===== src/rtl/lcd_req_if.sv =====
// Byte request channel from the CPU side into the LCD write controller.
interface lcd_req_if;
    logic       valid;
    logic       ready;
    logic       rs;
    logic [7:0] data;

    modport master (output valid, output rs, output data, input ready);
    modport slave  (input valid, input rs, input data, output ready);
endinterface


===== src/rtl/lcd_ctrl.sv =====
// HD44780 write controller: power-on init sequence, then CPU byte writes with
// full setup / EN pulse / hold / execution-wait timing on a packed 32-bit bus word.
module lcd_ctrl #(
    parameter int T_SETUP   = 4,
    parameter int T_EN      = 25,
    parameter int T_HOLD    = 2,
    parameter int T_EXEC    = 2500,
    parameter int T_CLEAR   = 82000,
    parameter int T_POWERUP = 750000
) (
    input  logic        clk_i,
    input  logic        rst_i,
    lcd_req_if.slave    req,
    input  logic        lcd_on_i,
    output logic        busy_o,
    output logic [31:0] io_lcd_o
);
    function automatic int max2(int a, int b);
        return (a > b) ? a : b;
    endfunction

    localparam int MAXP  = max2(max2(max2(T_SETUP, T_EN), max2(T_HOLD, T_EXEC)),
                                max2(T_CLEAR, T_POWERUP));
    localparam int NEED  = $clog2(MAXP + 1);
    // One shared down-counter sized for the longest wait, never under 20 bits.
    localparam int CW    = (NEED > 20) ? NEED : 20;

    typedef enum logic [2:0] {
        PWR_WAIT, INIT_LOAD, SETUP, PULSE, HOLD, EXEC, IDLE
    } state_t;

    state_t          state;
    logic [CW-1:0]   cnt;
    logic [2:0]      idx;
    logic            init_done;
    logic            long_q;
    logic            on_q, en_q, rs_q, ready_q, busy_q;
    logic [7:0]      data_q;

    function automatic logic [7:0] init_rom(logic [2:0] i);
        case (i)
            3'd0, 3'd1, 3'd2: return 8'h38;
            3'd3:             return 8'h0C;
            3'd4:             return 8'h01;
            default:          return 8'h06;
        endcase
    endfunction

    // Clear and Home need the long execution wait.
    function automatic logic is_long(logic rs, logic [7:0] d);
        return !rs && (d == 8'h01 || d == 8'h02 || d == 8'h03);
    endfunction

    // Sequencer: every bus field and handshake output is a register updated here.
    always_ff @(posedge clk_i) begin
        if (rst_i) begin
            state     <= PWR_WAIT;
            cnt       <= CW'(T_POWERUP - 1);
            idx       <= '0;
            init_done <= 1'b0;
            long_q    <= 1'b0;
            on_q      <= 1'b0;
            en_q      <= 1'b0;
            rs_q      <= 1'b0;
            data_q    <= '0;
            ready_q   <= 1'b0;
            busy_q    <= 1'b1;
        end else begin
            on_q <= lcd_on_i;
            case (state)
                PWR_WAIT: begin
                    if (cnt == '0) state <= INIT_LOAD;
                    else           cnt   <= cnt - 1'b1;
                end
                INIT_LOAD: begin
                    data_q <= init_rom(idx);
                    rs_q   <= 1'b0;
                    long_q <= is_long(1'b0, init_rom(idx));
                    cnt    <= CW'(T_SETUP - 1);
                    state  <= SETUP;
                end
                SETUP: begin
                    if (cnt == '0) begin
                        en_q  <= 1'b1;
                        cnt   <= CW'(T_EN - 1);
                        state <= PULSE;
                    end else cnt <= cnt - 1'b1;
                end
                PULSE: begin
                    if (cnt == '0) begin
                        en_q  <= 1'b0;
                        cnt   <= CW'(T_HOLD - 1);
                        state <= HOLD;
                    end else cnt <= cnt - 1'b1;
                end
                HOLD: begin
                    if (cnt == '0) begin
                        cnt   <= long_q ? CW'(T_CLEAR - 1) : CW'(T_EXEC - 1);
                        state <= EXEC;
                    end else cnt <= cnt - 1'b1;
                end
                EXEC: begin
                    if (cnt == '0) begin
                        if (!init_done && idx != 3'd5) begin
                            idx   <= idx + 1'b1;
                            state <= INIT_LOAD;
                        end else begin
                            init_done <= 1'b1;
                            ready_q   <= 1'b1;
                            busy_q    <= 1'b0;
                            state     <= IDLE;
                        end
                    end else cnt <= cnt - 1'b1;
                end
                IDLE: begin
                    // ready_q is only ever high here, so this is the handshake cycle.
                    if (req.valid && ready_q) begin
                        rs_q    <= req.rs;
                        data_q  <= req.data;
                        long_q  <= is_long(req.rs, req.data);
                        cnt     <= CW'(T_SETUP - 1);
                        ready_q <= 1'b0;
                        busy_q  <= 1'b1;
                        state   <= SETUP;
                    end
                end
                default: state <= PWR_WAIT;
            endcase
        end
    end

    assign req.ready = ready_q;
    assign busy_o    = busy_q;
    // RW is tied low: write-only controller.
    assign io_lcd_o  = {on_q, 20'b0, en_q, rs_q, 1'b0, data_q};
endmodule


===== src/flat_wrapper.sv =====
// flat-port wrapper written by rule: the top's interface ports become plain ports
module lcd_ctrl_flat 
#(
    parameter int T_SETUP   = 4,
    parameter int T_EN      = 25,
    parameter int T_HOLD    = 2,
    parameter int T_EXEC    = 2500,
    parameter int T_CLEAR   = 82000,
    parameter int T_POWERUP = 750000
)
  (clk_i, rst_i, lcd_on_i, busy_o, io_lcd_o, req_valid, req_rs, req_data, req_ready);
  lcd_req_if req_i ();
  input  logic clk_i;
  input  logic rst_i;
  input  logic lcd_on_i;
  output logic busy_o;
  output logic [31:0] io_lcd_o;
  input wire logic [$bits(req_i.valid)-1:0] req_valid;
  input wire logic [$bits(req_i.rs)-1:0] req_rs;
  input wire logic [$bits(req_i.data)-1:0] req_data;
  output wire logic [$bits(req_i.ready)-1:0] req_ready;
  assign req_i.valid = req_valid;
  assign req_i.rs = req_rs;
  assign req_i.data = req_data;
  assign req_ready = req_i.ready;
  lcd_ctrl #(.T_SETUP(T_SETUP), .T_EN(T_EN), .T_HOLD(T_HOLD), .T_EXEC(T_EXEC), .T_CLEAR(T_CLEAR), .T_POWERUP(T_POWERUP)) u_core (.clk_i(clk_i), .rst_i(rst_i), .req(req_i), .lcd_on_i(lcd_on_i), .busy_o(busy_o), .io_lcd_o(io_lcd_o));
endmodule

===== config.mk =====
export PLATFORM = sky130hd
export DESIGN_NAME = lcd_ctrl_flat
export DESIGN_NICKNAME = d
export VERILOG_FILES = /design/src/rtl/lcd_req_if.sv /design/src/rtl/lcd_ctrl.sv /design/src/flat_wrapper.sv
export SDC_FILE = /design/constraint.sdc
export NUM_CORES = 1
export LEC_CHECK = 0
export ABC_AREA = 1
export CORE_ASPECT_RATIO = 1.1
export CORE_MARGIN = 8
export CORE_UTILIZATION = 57
export CTS_CLUSTER_DIAMETER = 200
export CTS_CLUSTER_SIZE = 20
export DETAILED_ROUTE_END_ITERATION = 7
export GPL_TIMING_DRIVEN = 1
export PLACE_DENSITY_LB_ADDON = 0.25
export RECOVER_POWER = 100
export SETUP_SLACK_MARGIN = 0.4
export SYNTH_ARGS = -nofsm -noshare
export SYNTH_HDL_FRONTEND = slang
export SYNTH_SLANG_ARGS = --single-unit
export TNS_END_PERCENT = 30

===== constraint.sdc =====
create_clock -name clk_i -period 5.1 [get_ports clk_i]
set_input_delay 1.02 -clock clk_i [delete_from_list [all_inputs] [get_ports clk_i]]
set_output_delay 1.02 -clock clk_i [all_outputs]
set_load 0.01 [all_outputs]

==> metrics.txt <==
Layout Cells excl Fill=468; CP Max Fanout=20; EDFF count, synth=0; Slew HR=between 50 and 60%; CTS Hold Bufs=0; # DRC=0; die extent in y=approximately 88 um; Core ar.=4550 um2; post-synth top area share=between 30% and 40%; Leak=between 1 and 1.5 nW; Clock Tree Root=clkbuf_8; cts repair resizes=0; gpl congestion=approximately 0.89; largest net degree at the start of global routing=22; vias in the first global route=2,314; Logic pwr share=between 6 and 7%; Iter 0 DRT Violations=207; Post-synth ARST share=0%; final hold violation count=0; ANT cells=0; FP Rows=26; fin nets=431; most common library cells after synthesis=nand2_1 (76), nor2_1 (46), inv_1 (43); status=complete, no violations; worst skew pair latency=between 200 and 300 ps; global-route wire length before repair=slightly above 10,000 um; Syn Std Cell Area=around 2700 um2; Int Pwr=roughly 0.43 mW; f_max=between 0.3 and 0.4 GHz; WL met1=about 2700 um; Worst Hold Class=reg2reg; Port Buf Inserts=25; sw power=between 0.1 and 0.15 mW; critical path required time=between 5000 and 6000 ps; Period minus WS final=~3000 ps; met2 wire length=between 3000 and 4000 um; RSZ-0062 raised after global routing=false; Vias=~2,500; leading area contributor after synthesis=dfxtp_1; ys flop type=dfxtp_1; Syn Area/Cell=~6.7 um2; fin. max-slew vios=0; die width=81.0 um; io pins=47; Total Die Area=7090 um2; Sequential Power Share=about 57%; Longest Clk Path Bufs=2; via/cell ratio=about 5.3; Final period util=between 60% and 70%; crit start category=flop; Max IR drop VDD=around 0.13 mV; Num Clock Sinks=roughly 40; Max Cap Viol=0; fraction of final layout cells sized beyond drive strength 1=5.83%; Final HPWL DP=between 4000 and 5000 um; grt ovf=0; Worst Max-Slew Pin Slew=about 730 ps; initial antenna violation count=0; worst hold margin=467 ps; CTS buffer count=5; YS warnings=0; post-route setup TNS=0 ps; Initial Utilization=about 58%; Max Used Layer=met4; Total GRT Usage=between 10% and 20%; dpl cells=460; PD cells=200 nW/um2; Clock Skew=10.6 ps; H-tree levels=2; count leader, synth=nand2_1; clock-pin slew on the worst setup and hold paths=about 80 ps; crit path DAT=around 3300 ps; number of routed nets with antenna violations=0; first-pass detailed-route iteration total=4; Gate Count Post-Synth=between 300 and 400; Yosys cell types=38; Setup CP Type=reg2reg; top cells by area, synth=dfxtp_1 (31%), nand2_1 (11%), buf_4 (7.1%); reg-to-reg slack, setup=between 2000 and 2500 ps; Syn-to-layout area delta=7.26%; switch share=between 20 and 25%; FF+latch count, synth=41; Post-CTS Setup Inserts=0; critical path capture point type=flop; Tot Pwr=0.569 mW; met3 WL=between 300 and 400 um; Post-Route WL=~6100 um; CTS tree=built; register area share after synthesis=between 30% and 40%; final setup fails=0; FILL cells=469; Avg WL per Cell=about 13 um; Clock power frac=between 30% and 40%
-- power by group through the flow --
stage,clock (mW),sequential [mW],combinational [mW]
final,0.209,0.324,0.0361
after global routing,0.227,0.324,0.0405
after CTS,0.212,0.324,0.0364
after detailed placement,0,0.332,0.0363
after global placement,0,0.332,0.0359
after floorplan,0,0.331,0.0348
-- layout make-up --
| type | instances | area, um2 | area share (%) |
|---|---|---|---|
| Tap cell | 56 | 70.1 | 2.46 |
| Clock buffer | 6 | 72.6 | 2.55 |
| Clock inverter | 2 | 10.0 | 0.352 |
| Multi-Input combinational cell | 292 | 1450 | 50.9 |
| Sequential cell | 41 | 821 | 28.8 |
| Timing Repair Buffer | 25 | 250 | 8.80 |
| Inverter | 46 | 173 | 6.07 |
-- critical path, cell delays in order (launching register included) --
cell and delay, ps:
dfxtp_1 320, inv_1 160, ha_1 210, inv_1 40
nor2_1 120, nand2_1 80, nor2_2 80, nand3_1 300
o21ai_4 600, inv_1 470, nand2_1 260, nand2_1 130
nor3b_1 200
-- routing by layer --
| metal | up-vias | global-route usage, % |
|---|---|---|
| met1 | 1136 | 20.2 |
| met2 | 63 | 31.1 |
| met3 | 7 | 3.70 |
| met4 | 0 | 6.83 |
| li1 | 1254 | - |
| met5 | - | 0 |
-- cell usage in the layout, fill, tap and decap left out, drive strengths merged --
master / count
clkinv: 2
mux2i: 1
nand4: 2
o311ai: 1
o211ai: 2
nor3b: 1
dfxtp: 41
xor2: 7
clkdlybuf4s50: 10
a21oi: 32
nor3: 10
or2: 1
conb: 21
o21ai: 36
a211oi: 1
clkbuf: 6
a31oi: 1
xnor2: 2
nand2: 80
nand3b: 3
inv: 46
ha: 7
dlygate4sd3: 15
nor2: 54
nand3: 28
o31ai: 2
-- flip-flops by register name, summed over array words and instances (netlist names) --
name and cells:
u_core.state 3, u_core.busy_o 1, u_core.long_q 1, u_core.on_q 1, u_core.en_q 1, u_core.cnt 20
u_core.data_q 8, u_core.rs_q 1, u_core.req.ready 1, u_core.idx 3, u_core.init_done 1
-- metrics by stage --
stage / utilization, % / setup slack, ps / area [um2]
4_1_cts: 63.1 / 2390 / 2880
2_1_floorplan: - / 3120 / 2730
5_1_grt: 62.5 / 1750 / 2850
3_3_place_gp: 61.3 / 2090 / 2790
3_5_place_dp: 61.3 / 2090 / 2790
6_report: 62.5 / 2040 / 2850
-- cell families (layout without fill, tap and decap cells) --
logic type,count (synthesis),count (layout),share of synthesized area (%)
AO/OA/AOI/OAI,75,75,15.8
XOR/XNOR,9,9,2.97
adder cells (fa/ha/maj),7,7,3.30
buffers and inverters,80,79,16.1
flip-flops,41,41,30.9
multiplexers,1,1,0.377
other,1,21,0.141
AND/OR/NAND/NOR,179,179,30.3
-- final timing paths --
kind / start / end / cells past startpoint
worst max-delay path: u_core.cnt[0] / u_core.cnt[9] / 12
worst min-delay path: u_core.data_q[2] / u_core.data_q[2] / 2
worst max register to register: u_core.cnt[0] / u_core.cnt[9] / 12
worst min register to register: u_core.data_q[2] / u_core.data_q[2] / 2
(Power assumes the default switching activity.)
